**src/rtl/pipeline_hazard_ctrl.sv**
```systemverilog
// Hazard control: branch flush, one-cycle load-use stall, MD_LATENCY-cycle multiply/divide stall.
// Outputs are combinational from state and inputs; the stall counter saturates at 0xFFFF.
module pipeline_hazard_ctrl #(
  parameter int MD_LATENCY = 4
) (
  input  logic        clk,
  input  logic        reset_in,
  input  logic        ID_EX_MemRead_in,
  input  logic [4:0]  ID_EX_Rt_in,
  input  logic [4:0]  IF_ID_Rs_in,
  input  logic [4:0]  IF_ID_Rt_in,
  input  logic        branch_taken_in,
  input  logic        muldiv_start_in,
  output logic        PC_Write_out,
  output logic        IF_ID_Write_out,
  output logic        IF_ID_Flush_out,
  output logic        ID_EX_Write_out,
  output logic        ID_EX_Bubble_out,
  output logic        md_busy_out,
  output logic [15:0] stall_cycles_out
);

  typedef enum logic {
    RUN     = 1'b0,
    MD_BUSY = 1'b1
  } state_t;

  state_t     state;
  logic [3:0] md_cnt;
  logic       load_use;

  // The start cycle counts toward the latency, so the busy phase runs MD_LATENCY-1 cycles.
  localparam logic [3:0] MD_CNT_INIT = 4'(MD_LATENCY - 2);

  assign load_use = ID_EX_MemRead_in && (ID_EX_Rt_in != 5'd0) &&
                    ((ID_EX_Rt_in == IF_ID_Rs_in) || (ID_EX_Rt_in == IF_ID_Rt_in));

  always_comb begin
    PC_Write_out     = 1'b1;
    IF_ID_Write_out  = 1'b1;
    IF_ID_Flush_out  = 1'b0;
    ID_EX_Write_out  = 1'b1;
    ID_EX_Bubble_out = 1'b0;
    md_busy_out      = 1'b0;
    if (reset_in) begin
      PC_Write_out     = 1'b0;
      IF_ID_Write_out  = 1'b0;
      IF_ID_Flush_out  = 1'b1;
      ID_EX_Bubble_out = 1'b1;
    end else if (state == MD_BUSY) begin
      PC_Write_out    = 1'b0;
      IF_ID_Write_out = 1'b0;
      ID_EX_Write_out = 1'b0;
      md_busy_out     = 1'b1;
    end else if (branch_taken_in) begin
      IF_ID_Flush_out  = 1'b1;
      ID_EX_Bubble_out = 1'b1;
    end else if (muldiv_start_in) begin
      PC_Write_out    = 1'b0;
      IF_ID_Write_out = 1'b0;
      ID_EX_Write_out = 1'b0;
    end else if (load_use) begin
      PC_Write_out     = 1'b0;
      IF_ID_Write_out  = 1'b0;
      ID_EX_Bubble_out = 1'b1;
    end
  end

  always_ff @(posedge clk) begin
    if (reset_in) begin
      state            <= RUN;
      md_cnt           <= 4'd0;
      stall_cycles_out <= 16'd0;
    end else begin
      if (!PC_Write_out && (stall_cycles_out != 16'hFFFF))
        stall_cycles_out <= stall_cycles_out + 16'd1;
      case (state)
        RUN: begin
          if (!branch_taken_in && muldiv_start_in) begin
            md_cnt <= MD_CNT_INIT;
            state  <= MD_BUSY;
          end
        end
        MD_BUSY: begin
          if (md_cnt != 4'd0)
            md_cnt <= md_cnt - 4'd1;
          else
            state <= RUN;
        end
        default: state <= RUN;
      endcase
    end
  end

endmodule

```
**config.mk**
```make
export PLATFORM = sky130hd
export DESIGN_NAME = pipeline_hazard_ctrl
export DESIGN_NICKNAME = d
export VERILOG_FILES = /design/src/rtl/pipeline_hazard_ctrl.sv
export SDC_FILE = /design/constraint.sdc
export NUM_CORES = 1
export LEC_CHECK = 0
export ABC_AREA = 0
export CAP_MARGIN = 20
export CORE_MARGIN = 3
export CORE_UTILIZATION = 49
export DETAILED_ROUTE_END_ITERATION = 12
export GPL_TIMING_DRIVEN = 0
export HOLD_SLACK_MARGIN = 0.1
export PLACE_DENSITY = 0.86
export SETUP_SLACK_MARGIN = 0.02
export SLEW_MARGIN = 20
export SYNTH_ARGS = -nofsm -noshare
export SYNTH_HDL_FRONTEND = slang
export SYNTH_SLANG_ARGS = --single-unit
export TNS_END_PERCENT = 1
```
**constraint.sdc**
```tcl
create_clock -name clk -period 4.8 [get_ports clk]
set_input_delay 0.96 -clock clk [delete_from_list [all_inputs] [get_ports clk]]
set_output_delay 0.96 -clock clk [all_outputs]
set_load 0.05 [all_outputs]
```
==> results of run 1 <==
[path summary, 6_finish.rpt]
path | start | endpoint | slack [ns] | depth (start not counted)
max | ID_EX_Rt_in[1] | PC_Write_out | 0.27 | 9
min | stall_cycles_out[15]$_SDFFE_PP0P_ | stall_cycles_out[15]$_SDFFE_PP0P_ | 0.51 | 2
min reg2reg | stall_cycles_out[15]$_SDFFE_PP0P_ | stall_cycles_out[15]$_SDFFE_PP0P_ | 0.51 | 2
max reg2reg | stall_cycles_out[0]$_SDFFE_PP0P_ | stall_cycles_out[9]$_SDFFE_PP0P_ | 2.66 | 8
[where the power goes]
part	total (mW)	switching [mW]	internal (mW)
logic	0.100	0.0580	0.0420
registers	0.184	0.00521	0.179
clock network	0.0901	0.0575	0.0326
[state kept, by name, indices dropped and copies added (netlist names)]
signal            flops
md_cnt                4
state                 1
stall_cycles_out     16
[worst max-delay path, stage by stage]
cell             delay [ns]
clkdlybuf4s50_1        0.47
or4_1                  0.54
o21ai_1                0.15
nand2b_1               0.18
o21ai_4                0.11
inv_4                  0.12
buf_6                  0.14
buf_4                  0.11
clkdlybuf4s50_1        0.78
[cells by family after synthesis]
| group | count (synthesis) | synth area share |
|---|---|---|
| DFF | 21 | 0.318 |
| xor gates and xnor gates | 10 | 0.0663 |
| and+or+nand+nor | 68 | 0.317 |
| muxes | 7 | 0.0597 |
| buffers and inverters | 12 | 0.0511 |
| adders and majority gates | 2 | 0.0189 |
| AOI/OAI and AO/OA | 35 | 0.169 |
[synthesized netlist by cell type, types with 2 or more instances]
| cell type | count |
|---|---|
| nand2b_1 | 2 |
| a21o_1 | 2 |
| and2_1 | 2 |
| buf_6 | 2 |
| nand4b_1 | 2 |
| nand2_1 | 2 |
| xor2_1 | 10 |
| a21oi_1 | 13 |
| o31ai_1 | 6 |
| mux2_2 | 6 |
| clkbuf_1 | 2 |
| nor2_1 | 14 |
| and3_4 | 2 |
| nor2b_1 | 9 |
| o211ai_1 | 2 |
| dfxtp_1 | 21 |
| nor3_1 | 2 |
| nor3_2 | 2 |
| inv_1 | 4 |
| o21ai_0 | 8 |
| or4_1 | 7 |
| nand3_1 | 11 |
| and3_1 | 6 |
| ha_1 | 2 |
| and4_2 | 2 |
[routing by layer]
layer | share of wire | up-vias
met2 | 0.50 | 38
met4 | 0.019 | 0
met5 | 0 | -
met1 | 0.43 | 636
met3 | 0.050 | 7
li1 | - | 659
[layout make-up]
| class | instances | area, sq um | area share |
|---|---|---|---|
| well taps | 30 | 37.5 | 0.0209 |
| flip-flops and latches | 21 | 420 | 0.234 |
| clock buffers | 4 | 26.3 | 0.0146 |
| repair buffers | 41 | 410 | 0.229 |
| inverters | 5 | 21.3 | 0.0118 |
| multi-input cells | 122 | 833 | 0.464 |
| plain buffers | 7 | 46.3 | 0.0258 |
==> out/results.ini, run 1 <==
[clock_tree]
clock-root-buffer=clkbuf_4
cts.path.max_buffers=2
cts_tree=built
clk_latency_ns=0.32
cts_resized=0
htreeDepth=1
post_cts_buffers=0
clkTransAtPathRegs_ns=0.12
cts_sinks=21
numCtsBuffers=3
hold_buffers=0

[power]
vdd_drop_max_mv=0.183
finalPower_uw=374
p_per_area_nw_per_um2=208
p_leak_nw=0.667

[placed_design]
dp_hpwl_mm=2.58
place_area_sq_um=1770
dp_cells=226
routabilityCongestion=0.789
io_buffers=41
place_ws_ns=0.265

[synthesis]
synth_nets=177
synth_edf_count=0
ys_types=39
synth_top_cell_by_area=dfxtp_1
ys_ff_latch=21
seq_area_frac_synth=0.318
async_reset_ff_frac=0
yosysWarningCount=0
synthFlopType=dfxtp_1
netlist_top_cells_area=dfxtp_1 (32%), xor2_1 (6.6%), mux2_2 (5.1%)
syn_inst=155
syn_area_sq_um=1320
yosysTopAreaCellShare=0.318
avgSynthCellArea_sq_um=8.52

[routing]
vias=1340
first_iter_violations=26
drtPass1Iterations=4
wire_per_inst_um=14.2
ant_nets=0
wirelength_mm=3.27
via_per_inst=5.83
post-route-drc-count=0

[timing]
tightestPinTransition_ns=0.518
max_freq_mhz=221
fin_hold_ws_ns=0.508
hold_viol=0
slew_headroom=0.654
rsz0062_at_grt=false
slew_violations=0
tns_ns=0
post-route-min-period_ns=4.53
finClkSkew_ns=0.000844
fin_ws_ns=0.275
post-route-period-util=0.943
setup_viol=0

[global_route]
track_usage=0.218
busiest_layer=met2
first_global_vias=1281
global_route.usage.met2=0.379
grt_pass1_wl_mm=5.72
antenna_found_initial=0
grt_max_degree=12
use_met3=0.0445
grtUsageMet1=0.263
grt_overflow_total=0

[critical_path]
cp.arrival_ns=3.57
required_ns=3.84
path_class=in2out
critPathCaptureType=output pin
critPathMaxFanout=11
worstSetupStartpointType=input port

[floorplanning]
start_util=0.524
boundaryPins=42
die_w_um=57.9
core_area_sq_um=2520
rows=18
die-area_sq_um=3360
dieHeight_um=57.9

[cells_and_area]
final_cell_mix=clkdlybuf4s50_1 (41), dfxtp_1 (21), nor2_1 (14), a21oi_1 (13), nand3_1 (11)
syn_to_final_growth_pct=35.9
final_common_cell=clkdlybuf4s50_1
layout.nets=223
fillers=205
antenna_cells=0
layout.cells.non_filler=230
drive_above_1_share=0.120
fin_area_sq_um=1800
utilization=0.712

[min_path]
hold_class=reg2reg

[flow_run]
maxCapViolCount=0

[status]
status=complete, no violations

(Power assumes the default switching activity.)
==> run 2, diff against run 1 <==
--- a/config.mk
+++ b/config.mk
@@ -14,6 +14,7 @@
 export HOLD_SLACK_MARGIN = 0.1
 export PLACE_DENSITY = 0.86
 export SETUP_SLACK_MARGIN = 0.02
+export SKIP_LAST_GASP = 1
 export SLEW_MARGIN = 20
 export SYNTH_ARGS = -nofsm -noshare
 export SYNTH_HDL_FRONTEND = slang
==> results of run 2 <==
The final DEF is identical to that of run 1; final timing and power are the same.
==> run 3, diff against run 2 <==
--- a/config.mk
+++ b/config.mk
@@ -12,8 +12,9 @@
 export DETAILED_ROUTE_END_ITERATION = 12
 export GPL_TIMING_DRIVEN = 0
 export HOLD_SLACK_MARGIN = 0.1
-export PLACE_DENSITY = 0.86
+export PLACE_DENSITY = 0.83
 export SETUP_SLACK_MARGIN = 0.02
+export SKIP_CTS_REPAIR_TIMING = 1
 export SKIP_LAST_GASP = 1
 export SLEW_MARGIN = 20
 export SYNTH_ARGS = -nofsm -noshare
==> out/results.ini, run 3 (synthesized netlist as in run 1, its figures left out) <==
[clock_tree]
numCtsBuffers=3  ; unchanged
cts_sinks=21  ; unchanged
clkTransAtPathRegs_ns=0.10  ; -0.02 ns
cts.path.max_buffers=2  ; unchanged
clock-root-buffer=clkbuf_4
htreeDepth=1  ; unchanged
cts_tree=built
clk_latency_ns=0.32  ; about the same

[floorplanning]
start_util=0.524  ; unchanged
dieHeight_um=57.9  ; unchanged
core_area_sq_um=2520  ; unchanged
boundaryPins=42  ; unchanged
die-area_sq_um=3360  ; unchanged
rows=18  ; unchanged
die_w_um=57.9  ; unchanged

[cells_and_area]
final_cell_mix=clkdlybuf4s50_1 (41), dfxtp_1 (21), nor2_1 (14), a21oi_1 (13), nand3_1 (11)
largest_reg_flops=16  ; unchanged
drive_above_1_share=0.120  ; unchanged
top_regs=stall_cycles_out: 16 flops, md_cnt: 4 flops, state: 1 flops
antenna_cells=0  ; unchanged
syn_to_final_growth_pct=35.9  ; unchanged
layout.nets=223  ; unchanged
final_common_cell=clkdlybuf4s50_1
fin_area_sq_um=1800  ; unchanged
layout.cells.non_filler=230  ; unchanged
top_register=stall_cycles_out

[status]
status=complete, no violations

[min_path]
min-delay-start=stall_cycles_out[4]$_SDFFE_PP0P_
hold_class=reg2reg

[critical_path]
critPathMaxFanout=11  ; unchanged
cp.arrival_ns=3.58  ; about the same
worstSetupStartpointType=input port
r2r_slack_ns=2.68  ; +0.02 ns
required_ns=3.84  ; about the same
path_class=in2out
critPathCaptureType=output pin
critPathLaunch=ID_EX_Rt_in[1]
r2r_start=stall_cycles_out[7]$_SDFFE_PP0P_

[timing]
hold_viol=0  ; unchanged
finClkSkew_ns=0.0182  ; +0.0174 ns
post-route-min-period_ns=4.54  ; +0.0112 ns
slew_violations=0  ; unchanged
fin_ws_ns=0.264  ; -0.0112 ns
max_freq_mhz=220  ; -0.25%
setup_viol=0  ; unchanged
slew_headroom=0.661  ; +0.00643
tightestPinTransition_ns=0.509  ; -0.00964 ns
tns_ns=0  ; unchanged
rsz0062_at_grt=false
post-route-period-util=0.945  ; +0.00234

[placed_design]
io_buffers=41  ; unchanged
dp_cells=226  ; unchanged
place_area_sq_um=1770  ; unchanged
place_ws_ns=0.246  ; -0.0182 ns
routabilityCongestion=0.776  ; -1.7%
dp_hpwl_mm=2.57  ; about the same

[global_route]
use_met3=0.0290  ; -0.0156
busiest_layer=met2
track_usage=0.213  ; -0.00564
grt_max_degree=12  ; unchanged
grt_pass1_wl_mm=5.64  ; -1.5%
grt_overflow_total=0  ; unchanged
grtUsageMet1=0.258  ; -0.00446
global_route.usage.met2=0.376  ; -0.00323
first_global_vias=1295  ; +1.1%
antenna_found_initial=0  ; unchanged

[routing]
post-route-drc-count=0  ; unchanged
ant_nets=0  ; unchanged
wire_per_inst_um=14.3  ; +0.76%
first_iter_violations=48  ; +85%
wirelength_mm=3.30  ; +0.76%
vias=1312  ; -2.1%
via_per_inst=5.70  ; -2.1%
drtPass1Iterations=4  ; unchanged

[power]
p_int_uw=253  ; about the same
seqPwrFrac=0.495  ; +0.003
pwr-share-comb=0.269  ; +0.002
vdd_drop_max_mv=0.168  ; -8.2%
p_leak_nw=0.667  ; unchanged
p_per_area_nw_per_um2=207  ; -0.46%
p_clk_frac=0.236  ; -0.005
switching_share=0.319  ; -0.00303
switchingPower_uw=119  ; -1.4%

[flow_run]
maxCapViolCount=0  ; unchanged

run 3: cell counts in the layout (fill, tap and decap cells not counted):
No cell type changed its count.
run 3: final timing paths:
path                                                          to  cells after the start
worst max-delay path                                PC_Write_out                      9
worst min-delay path            stall_cycles_out[4]$_SDFFE_PP0P_                      2
worst max register to register  stall_cycles_out[9]$_SDFFE_PP0P_                      8
worst min register to register  stall_cycles_out[4]$_SDFFE_PP0P_                      2
run 3: through the flow:
step	total power, mW	hold slack [ns]	util
after floorplan	0.248	0.465	-
after global placement	0.285	0.473	0.701
after global routing	0.392	0.532	0.712
final	0.372	0.521	0.712
after detailed placement	0.289	0.498	0.701
after CTS	0.374	0.518	0.712
run 3: layout make-up:
type / count / area, sq um
inverter: 5 / 21.3
tap: 30 / 37.5
timing repair buffer: 41 / 410
multi-input combinational: 122 / 833
clock buffer: 4 / 26.3
buffer: 7 / 46.3
sequential: 21 / 420
fill: 205 / 727
run 3: worst max-delay path, stage by stage:
cell and delay, ns:
clkdlybuf4s50_1 0.46, or4_1 0.55, o21ai_1 0.15, nand2b_1 0.19, o21ai_4 0.11, inv_4 0.12, buf_6 0.15, buf_4 0.11
clkdlybuf4s50_1 0.79
run 3: layer usage:
| metal | up-vias | share of wire |
|---|---|---|
| met5 | - | 0 |
| met4 | 0 | 0.017 |
| met3 | 7 | 0.051 |
| met2 | 53 | 0.49 |
| met1 | 600 | 0.44 |
| li1 | 652 | - |
run 3: power groups by stage:
stage / logic (mW) / registers, mW / clock network [mW]
2_1_floorplan: 0.0539 / 0.195 / 0
3_3_place_gp: 0.0976 / 0.188 / 0
3_5_place_dp: 0.101 / 0.188 / 0
4_1_cts: 0.101 / 0.184 / 0.0888
5_1_grt: 0.109 / 0.185 / 0.0980
6_report: 0.100 / 0.184 / 0.0878
